`config.mk`:
```
export PLATFORM = sky130hd
export DESIGN_NAME = dunit_ctrl
export DESIGN_NICKNAME = d
export VERILOG_FILES = /design/src/rtl/dunit_pkg.sv /design/src/rtl/dunit_word_asm.sv /design/src/rtl/dunit_ctrl.sv
export SDC_FILE = /design/constraint.sdc
export NUM_CORES = 1
export LEC_CHECK = 0
export CELL_PAD_IN_SITES_DETAIL_PLACEMENT = 0
export CELL_PAD_IN_SITES_GLOBAL_PLACEMENT = 2
export CORE_ASPECT_RATIO = 0.8
export CORE_MARGIN = 3
export CORE_UTILIZATION = 36
export DETAILED_ROUTE_END_ITERATION = 6
export MAX_ROUTING_LAYER = met4
export PLACE_DENSITY_LB_ADDON = 0.1
export REMOVE_ABC_BUFFERS = 1
export SLEW_MARGIN = 20
export SYNTH_ARGS = -nofsm -noshare
export SYNTH_HDL_FRONTEND = slang
export SYNTH_SLANG_ARGS = --single-unit
```
`constraint.sdc`:
```
create_clock -name i_clk -period 4.2 [get_ports i_clk]
set_clock_uncertainty 0.2 [all_clocks]
set_input_delay 0.84 -clock i_clk [delete_from_list [all_inputs] [get_ports i_clk]]
set_output_delay 0.84 -clock i_clk [all_outputs]
set_load 0.02 [all_outputs]
```
`src/rtl/dunit_pkg.sv`:
```
// dunit_pkg: shared definitions for the debug-unit controller.
// Contents: controller state enumeration, UART command byte codes and the
// HALT instruction word that terminates a program load.
package dunit_pkg;

    typedef enum logic [2:0] {
        ST_IDLE      = 3'd0,
        ST_LOAD      = 3'd1,
        ST_PRE_RUN   = 3'd2,
        ST_RUN       = 3'd3,
        ST_PRE_STEP  = 3'd4,
        ST_STEP_WAIT = 3'd5,
        ST_DONE      = 3'd6
    } state_e;

    localparam logic [7:0] CMD_LOAD  = 8'h4C;  // 'L'
    localparam logic [7:0] CMD_CONT  = 8'h43;  // 'C'
    localparam logic [7:0] CMD_STEP  = 8'h53;  // 'S'
    localparam logic [7:0] CMD_NEXT  = 8'h4E;  // 'N'
    localparam logic [7:0] CMD_ABORT = 8'h41;  // 'A'

    localparam logic [31:0] HALT_WORD = 32'hFFFF_FFFF;

endpackage

```
`src/rtl/dunit_word_asm.sv`:
```
// dunit_word_asm: assembles UART bytes MSB-first into instruction words.
// Ports:
//   i_clk, i_reset   clock, asynchronous active-high reset
//   i_clear          restart assembly (discard any partial word)
//   i_en             accept bytes only while enabled
//   i_byte, i_valid  received byte and its one-cycle strobe
//   o_word           last completed word (held until the next one completes)
//   o_ready          one-cycle pulse in the cycle after the 4th byte
module dunit_word_asm #(
    parameter int unsigned NB_REG  = 32,
    parameter int unsigned NB_BYTE = 8
) (
    input  logic               i_clk,
    input  logic               i_reset,
    input  logic               i_clear,
    input  logic               i_en,
    input  logic [NB_BYTE-1:0] i_byte,
    input  logic               i_valid,
    output logic [NB_REG-1:0]  o_word,
    output logic               o_ready
);

    localparam int unsigned NB_SR = NB_REG - NB_BYTE;

    logic [NB_SR-1:0] sr_q;
    logic [1:0]       cnt_q;

    // Shift in the first three bytes; the fourth completes the word.
    always_ff @(posedge i_clk or posedge i_reset) begin
        if (i_reset) begin
            sr_q    <= '0;
            cnt_q   <= '0;
            o_word  <= '0;
            o_ready <= 1'b0;
        end else begin
            o_ready <= 1'b0;
            if (i_clear) begin
                sr_q  <= '0;
                cnt_q <= '0;
            end else if (i_en && i_valid) begin
                if (cnt_q == 2'd3) begin
                    o_word  <= {sr_q, i_byte};
                    o_ready <= 1'b1;
                    cnt_q   <= '0;
                end else begin
                    sr_q  <= {sr_q[NB_SR-NB_BYTE-1:0], i_byte};
                    cnt_q <= cnt_q + 2'd1;
                end
            end
        end
    end

endmodule

```
`src/rtl/dunit_ctrl.sv`:
```
// dunit_ctrl: debug-unit controller for the MIPS pipeline.
// Loads program words received over UART into instruction memory and then
// sequences execution (continuous or single-step) via the pipeline clock enable.
// Optional feature: define DUNIT_ABORT_EN to let 'A' abort RUN/STEP_WAIT to IDLE.
// Ports:
//   i_clk, i_reset        clock, asynchronous active-high reset
//   i_rx_data, i_rx_valid UART byte and one-cycle valid strobe
//   i_halt                HALT instruction is in WB
//   o_dunit_clk_en        pipeline clock enable (combinational on i_halt)
//   o_dunit_w_en/addr/data instruction-memory debug write port
//   o_pipe_reset          one-cycle pipeline reset before execution
//   o_done                program halted
//   o_load_ovf            sticky: memory filled before a HALT word arrived
module dunit_ctrl
    import dunit_pkg::*;
#(
    parameter int unsigned NB_REG   = 32,
    parameter int unsigned NB_WIDHT = 9,
    parameter int unsigned NB_BYTE  = 8
) (
    input  logic                i_clk,
    input  logic                i_reset,
    input  logic [NB_BYTE-1:0]  i_rx_data,
    input  logic                i_rx_valid,
    input  logic                i_halt,
    output logic                o_dunit_clk_en,
    output logic                o_dunit_w_en,
    output logic [NB_WIDHT-1:0] o_dunit_addr,
    output logic [NB_REG-1:0]   o_dunit_data,
    output logic                o_pipe_reset,
    output logic                o_done,
    output logic                o_load_ovf
);

    localparam logic [NB_WIDHT-1:0] ADDR_STEP = NB_WIDHT'(4);
    localparam logic [NB_WIDHT-1:0] LAST_ADDR = NB_WIDHT'((1 << NB_WIDHT) - 4);

    state_e                state_q, state_d;
    logic [NB_WIDHT-1:0]   addr_q, addr_d;
    logic                  ovf_q, ovf_d;
    logic                  step_q, step_d;
    logic                  asm_clear_c;

    dunit_word_asm #(
        .NB_REG  (NB_REG),
        .NB_BYTE (NB_BYTE)
    ) u_word_asm (
        .i_clk   (i_clk),
        .i_reset (i_reset),
        .i_clear (asm_clear_c),
        .i_en    (state_q == ST_LOAD),
        .i_byte  (i_rx_data),
        .i_valid (i_rx_valid),
        .o_word  (o_dunit_data),
        .o_ready (o_dunit_w_en)
    );

    // State and control registers.
    always_ff @(posedge i_clk or posedge i_reset) begin
        if (i_reset) begin
            state_q <= ST_IDLE;
            addr_q  <= '0;
            ovf_q   <= 1'b0;
            step_q  <= 1'b0;
        end else begin
            state_q <= state_d;
            addr_q  <= addr_d;
            ovf_q   <= ovf_d;
            step_q  <= step_d;
        end
    end

    // Next-state and register-update logic.
    always_comb begin
        state_d     = state_q;
        addr_d      = addr_q;
        ovf_d       = ovf_q;
        step_d      = 1'b0;
        asm_clear_c = 1'b0;
        case (state_q)
            ST_IDLE, ST_DONE: begin
                if (i_rx_valid) begin
                    if (i_rx_data == CMD_LOAD) begin
                        state_d     = ST_LOAD;
                        addr_d      = '0;
                        ovf_d       = 1'b0;
                        asm_clear_c = 1'b1;
                    end else if (i_rx_data == CMD_CONT) begin
                        state_d = ST_PRE_RUN;
                    end else if (i_rx_data == CMD_STEP) begin
                        state_d = ST_PRE_STEP;
                    end
                end
            end
            ST_LOAD: begin
                // The write happens this cycle; decide whether the load ends.
                if (o_dunit_w_en) begin
                    addr_d = addr_q + ADDR_STEP;
                    if (o_dunit_data == HALT_WORD) begin
                        state_d = ST_IDLE;
                    end else if (addr_q == LAST_ADDR) begin
                        state_d = ST_IDLE;
                        ovf_d   = 1'b1;
                    end
                end
            end
            ST_PRE_RUN:  state_d = ST_RUN;
            ST_PRE_STEP: state_d = ST_STEP_WAIT;
            ST_RUN: begin
                if (i_halt) begin
                    state_d = ST_DONE;
                end
`ifdef DUNIT_ABORT_EN
                else if (i_rx_valid && (i_rx_data == CMD_ABORT)) begin
                    state_d = ST_IDLE;
                end
`endif
            end
            ST_STEP_WAIT: begin
                // Halt takes priority over a coincident step request.
                if (i_halt) begin
                    state_d = ST_DONE;
                end else if (i_rx_valid && (i_rx_data == CMD_NEXT)) begin
                    step_d = 1'b1;
                end
`ifdef DUNIT_ABORT_EN
                else if (i_rx_valid && (i_rx_data == CMD_ABORT)) begin
                    state_d = ST_IDLE;
                end
`endif
            end
            default: state_d = ST_IDLE;
        endcase
    end

    // Clock enable is gated by i_halt in the same cycle so nothing issues past HALT.
    assign o_dunit_clk_en = ((state_q == ST_RUN) || step_q) && !i_halt;
    assign o_dunit_addr   = addr_q;
    assign o_pipe_reset   = (state_q == ST_PRE_RUN) || (state_q == ST_PRE_STEP);
    assign o_done         = (state_q == ST_DONE);
    assign o_load_ovf     = ovf_q;

endmodule
```
# Word level (Yosys, flattened, before mapping)
# Cells that the tools add are included.
# classes
add_sub_neg	2
multipliers	0
n_div	0
magnitude_cmp	0
eq_ne	22
n_shift	0
n_mux	34
n_bitwise	1
n_reduce_logical	16
# op_table
op	count
24-bit 2-to-1 mux	3
32-bit equality test (second input constant)	1
8-bit by 7-bit equality test with 1-bit output (second input constant)	4
9-bit 2-to-1 mux	3
3-bit 2-to-1 mux	8
9-bit one-hot mux with 2 select lines	1
3-bit one-hot mux with 5 select lines	1
1-bit 2-to-1 mux	14
2-bit != test (second input constant)	6
9-bit by 3-bit adder with 9-bit output (second input constant)	1
3-bit equality test (second input constant)	3
9-bit equality test (second input constant)	1
3-bit by 2-bit equality test with 1-bit output (second input constant)	2
2-bit 2-to-1 mux	3
6-bit AND reduction	1
5-bit AND reduction	1
4-bit != test (second input constant)	1
4-bit AND reduction	1
2-bit nonzero test	2
2-bit OR reduction	2
3-bit by 1-bit equality test with 1-bit output (second input constant)	1
1-bit logical AND	3
3-bit logical NOT	1
3-bit != test (second input constant)	1
9 further kinds	10
# totals
regBits	73
latchBits	0
ram_bits	0
rom_bits	0
memories	0

# Longest topological paths before layout
# depth
depth_word	6
ltp_mapped	7
ltp_nobuf	7

# Hierarchy
# Synthesis repeated with hierarchy kept, for this count alone.
# hier_totals
cells_unflattened	282
hier_area_um2	3509.6
# modules_own_cells
mod	n_inst	cells_per_inst	area_each_um2	seq_area_each_um2
dunit_word_asm	1	169	2563.7	1476.4
dunit_ctrl	1	113	945.9	300.3

# Least setup slack after synthesis
# OpenSTA, ideal clock, no wires.
# synth_path
kind	in2reg
start	input i_rx_data[5]
end	register addr_q[6], in the netlist o_dunit_addr[6]
setup_time_ns	0.135
arrival_time_ns	2.354
t_required_ns	3.865
slack_ns	1.511
cell_stages	6
n_path_buf	1
cell_sequence	or4b_1 buf_2 or4_4 a21o_4 o21ai_2 o31ai_1
# synth_between
elab_chain_cells	3
# synth_rtl
element	line_no	source
start, declared	dunit_ctrl.sv:23	input logic [NB_BYTE-1:0] i_rx_data,
8-bit by 7-bit equality test with 1-bit output	dunit_ctrl.sv:83	if (i_rx_data == CMD_LOAD) begin
2-bit != test (no line)	-	
4-bit AND reduction (no line)	-	
end signal, assigned	dunit_ctrl.sv:67	addr_q <= addr_d;
end, declared	dunit_ctrl.sv:39	logic [NB_WIDHT-1:0] addr_q, addr_d;
# Every way passes these cells.
# A chain may end at the register's enable or synchronous reset.

# Worst setup path after layout
# layout_path
start	input i_rx_data[5]
end	register u_word_asm.sr_q[2]
# layout_between
elab_chain_cells	6
word_cells_on_any_way	8
cone_classes	eq/ne (2); mux (4); reduce/logical (2)
# layout_rtl
element	line_no	source
8-bit by 7-bit equality test with 1-bit output (*)	dunit_ctrl.sv:83	
1-bit 2-to-1 mux (*)	dunit_ctrl.sv:83	
1-bit 2-to-1 mux (*)	dunit_ctrl.sv:82	if (i_rx_valid) begin
1-bit 2-to-1 mux (*)	dunit_ctrl.sv:80	case (state_q)
2-bit != test (no line) or 2-bit nonzero test (tied branches)	-	
2-bit AND reduction (no line)	-	
end signal, assigned	dunit_word_asm.sv:46	sr_q <= {sr_q[NB_SR-NB_BYTE-1:0], i_byte};
end, declared	dunit_word_asm.sv:25	logic [NB_SR-1:0] sr_q;
# Every way passes the cells marked *; elsewhere a longest branch is shown, timed or not.

==> metrics <==
initial antenna violation count 0; IO buf count 55; Synth cell types 46; uppermost layer routed met4; CP max FO 19; combinational fraction of design power 0.262; Ant. Diodes 0; wire length on met1 3983 um; VDD IR-drop max ~210 uV; Worst Hold Slack 292.3 ps; sw frac 0.3353; Top delay family on crit path simple AND/OR/NAND/NOR gates; Yosys reg bits between 70 and 80; Crit path required time 4190 ps; status finished clean; crit path kind input pin to flip-flop; GR Overflow Total 0; Num CTS Buffers 9; CTS root buf clkbuf_8; Most common cell on crit path nand2_1; HP Class flip-flop to flip-flop; final hold violation count 0; CP Launch Type input pin; fmax 0.3190 GHz; setup TNS 0 ps; drt total wl 7494 um; Critical Path, Cell by Cell clkdlybuf4s50_1 -> or4b_1 -> nor4_1 -> nand2_1 -> nand2_1 -> o21ai_1; Die H between 80 and 90 um; Mapped Cells 282; register area between 1500 and 2000 sq um; Final setup viols 0; Vias about 2.3k; met3 wire len 308 um; Starting Density 0.3845; vias in the first global route 2310; post-cts gate resize count 0; area of the multi-input gates about 1300 sq um; Critical Path AT 3130 ps; clock-pin transition on the worst setup and hold timing paths 80 ps; Post-synth top cells 71 x dfrtp_1, 47 x nand2_1, 37 x mux2_2; gpl congestion 0.7201; shortest period the worst path allows 3135 ps; pwr dens 543.9 nW/um^2; part of the cycle the worst path needs 0.7465; Clock Sink Count 71; Post-synth EDFFs 0; share of layout cells above drive strength 1 0.1924; post-layout power roughly 2.2 mW; sequential area share after synthesis 0.5610; area delta synth->final 27.62%; drc violations 0; worst-margin pin slew 994.1 ps; critical path's slowest cell or4b_1; CTS tree yes; ys flop type dfrtp_1; share of Yosys cell area claimed by the top area cell type 0.5610; slowest stage delay, CP around 680 ps; global-route total usage across every layer 0.1638; H-tree lvl count 3; Post-CTS Setup Inserts 0; antenna viol nets, final 0; fin. max-slew vios 0; Die W 110.9 um; DR vias/cell 5.082; mapped cell area 3167 sq um; Internal Power 1.461 mW; synthesized area per cell 11.23 sq um; wire length on met2 around 3100 um; RSZ-0062 raised after global routing no; Clock Path Buffers 2; die area 9965 sq um; Worst setup EP type flip-flop; floorplan core area 8237 sq um; leading post-synthesis cells by cell area dfrtp_1 56%, mux2_2 13%, nand2_1 5.6%; Rows 29; final net count roughly 350; synth warn 0; DR iter-0 viols 130; Max-slew headroom 0.3372; Critical path buffers and inverters 1; post-synth top area cell dfrtp_1; Hold-fix buffers, CTS 0; cell with the most instances after synthesis dfrtp_1; Fillers 783; net switching power 0.7370 mW; Max-Cap Viols 0; DR pass1 iterations 4; IO Count 58; drt wl/cell 16.62 um; largest net degree at the start of global routing 45; Leak 1.825 nW; Clock Latency Late Sink 350 ps; asr flop ratio synth 1.000; clock network power share 0.274; first-pass GRT wire length 12660 um; Reg power frac 0.464; Post-DP HPWL around 5500 um
## through the flow
| stage | util | instances | worst slack, ps | cell area (sq um) |
|---|---|---|---|---|
| floorplan | - | 267 | 1363 | 3097 |
| global placement | 0.4638 | 435 | 699.6 | 3820 |
| detailed placement | 0.4638 | 435 | 652.7 | 3820 |
| CTS | 0.4907 | 451 | 1031 | 4041 |
| global route | 0.4907 | 451 | 878.7 | 4041 |
| finish | 0.4907 | 451 | 1065 | 4041 |
## worst reg2reg max path, cell delays in order, from the launching register on
cell and delay, ps:
dfrtp_1 650, xor2_1 390, nor4_2 120, o21ai_2 810
buf_4 340, o21ai_0 110
## state kept, by name, indices dropped and copies added, names as in the netlist
register	cells
o_load_ovf	1
u_word_asm.o_word	32
state_q	3
step_q	1
u_word_asm.o_ready	1
o_dunit_addr	7
u_word_asm.cnt_q	2
u_word_asm.sr_q	24
## layout by cell type (no fill, tap or decap), drive strengths merged, types with 3 or more instances in the layout
cell / count
nor4: 6
nand2: 47
ha: 3
nand3: 3
nand4: 9
mux2: 39
dfrtp: 71
clkbuf: 9
clkinv: 3
a21oi: 3
nor2: 11
nor3: 3
a31oi: 3
o21ai: 32
clkdlybuf4s50: 55
buf: 5
inv: 3
## power by group through the flow
stage	Combinational [mW]	Sequential [mW]	Clock [mW]
floorplan	0.339	1.02	0
global placement	0.576	1.03	0
detailed placement	0.581	1.03	0
CTS	0.583	1.02	0.624
global route	0.648	1.05	0.650
finish	0.576	1.02	0.602
## area by class of cell
class                      count  share of cell area
tap                          108             0.03344
clock buffer                   9             0.03065
inverter                       3            0.002786
clock inverter                 7             0.02415
sequential                    71              0.4396
timing repair buffer          60              0.1455
multi-input combinational    193              0.3238
## layer usage
layer  vias to the layer above  global-route usage
li1                       1123                   -
met1                      1113              0.2426
met2                        52              0.2172
met3                         4             0.04899
met4                         0             0.04308
met5                         -                   -
## logic make-up after synthesis
| group | count (synthesis) | share of synthesized area |
|---|---|---|
| fa+ha+maj | 3 | 0.01185 |
| simple gates | 96 | 0.1553 |
| mux | 39 | 0.1387 |
| other cells | 1 | 0.001184 |
| compound gates | 51 | 0.09957 |
| buf+inv | 19 | 0.02686 |
| flops | 71 | 0.5610 |
| xor+xnor | 2 | 0.005532 |
## worst paths after layout
check                                          from             endpoint  slack [ps]  depth (start not counted)
min in group asynchronous                   i_reset  u_word_asm.cnt_q[0]         790                          2
worst min register to register  u_word_asm.sr_q[17]  u_word_asm.sr_q[17]         290                          2
worst min-delay path            u_word_asm.sr_q[17]  u_word_asm.sr_q[17]         290                          2
worst max-delay path                   i_rx_data[5]   u_word_asm.sr_q[2]        1060                          6
max in group asynchronous                   i_reset   u_word_asm.sr_q[3]        2240                          3
worst max register to register           state_q[1]   u_word_asm.sr_q[9]        1440                          5
(Power assumes the default switching activity.)
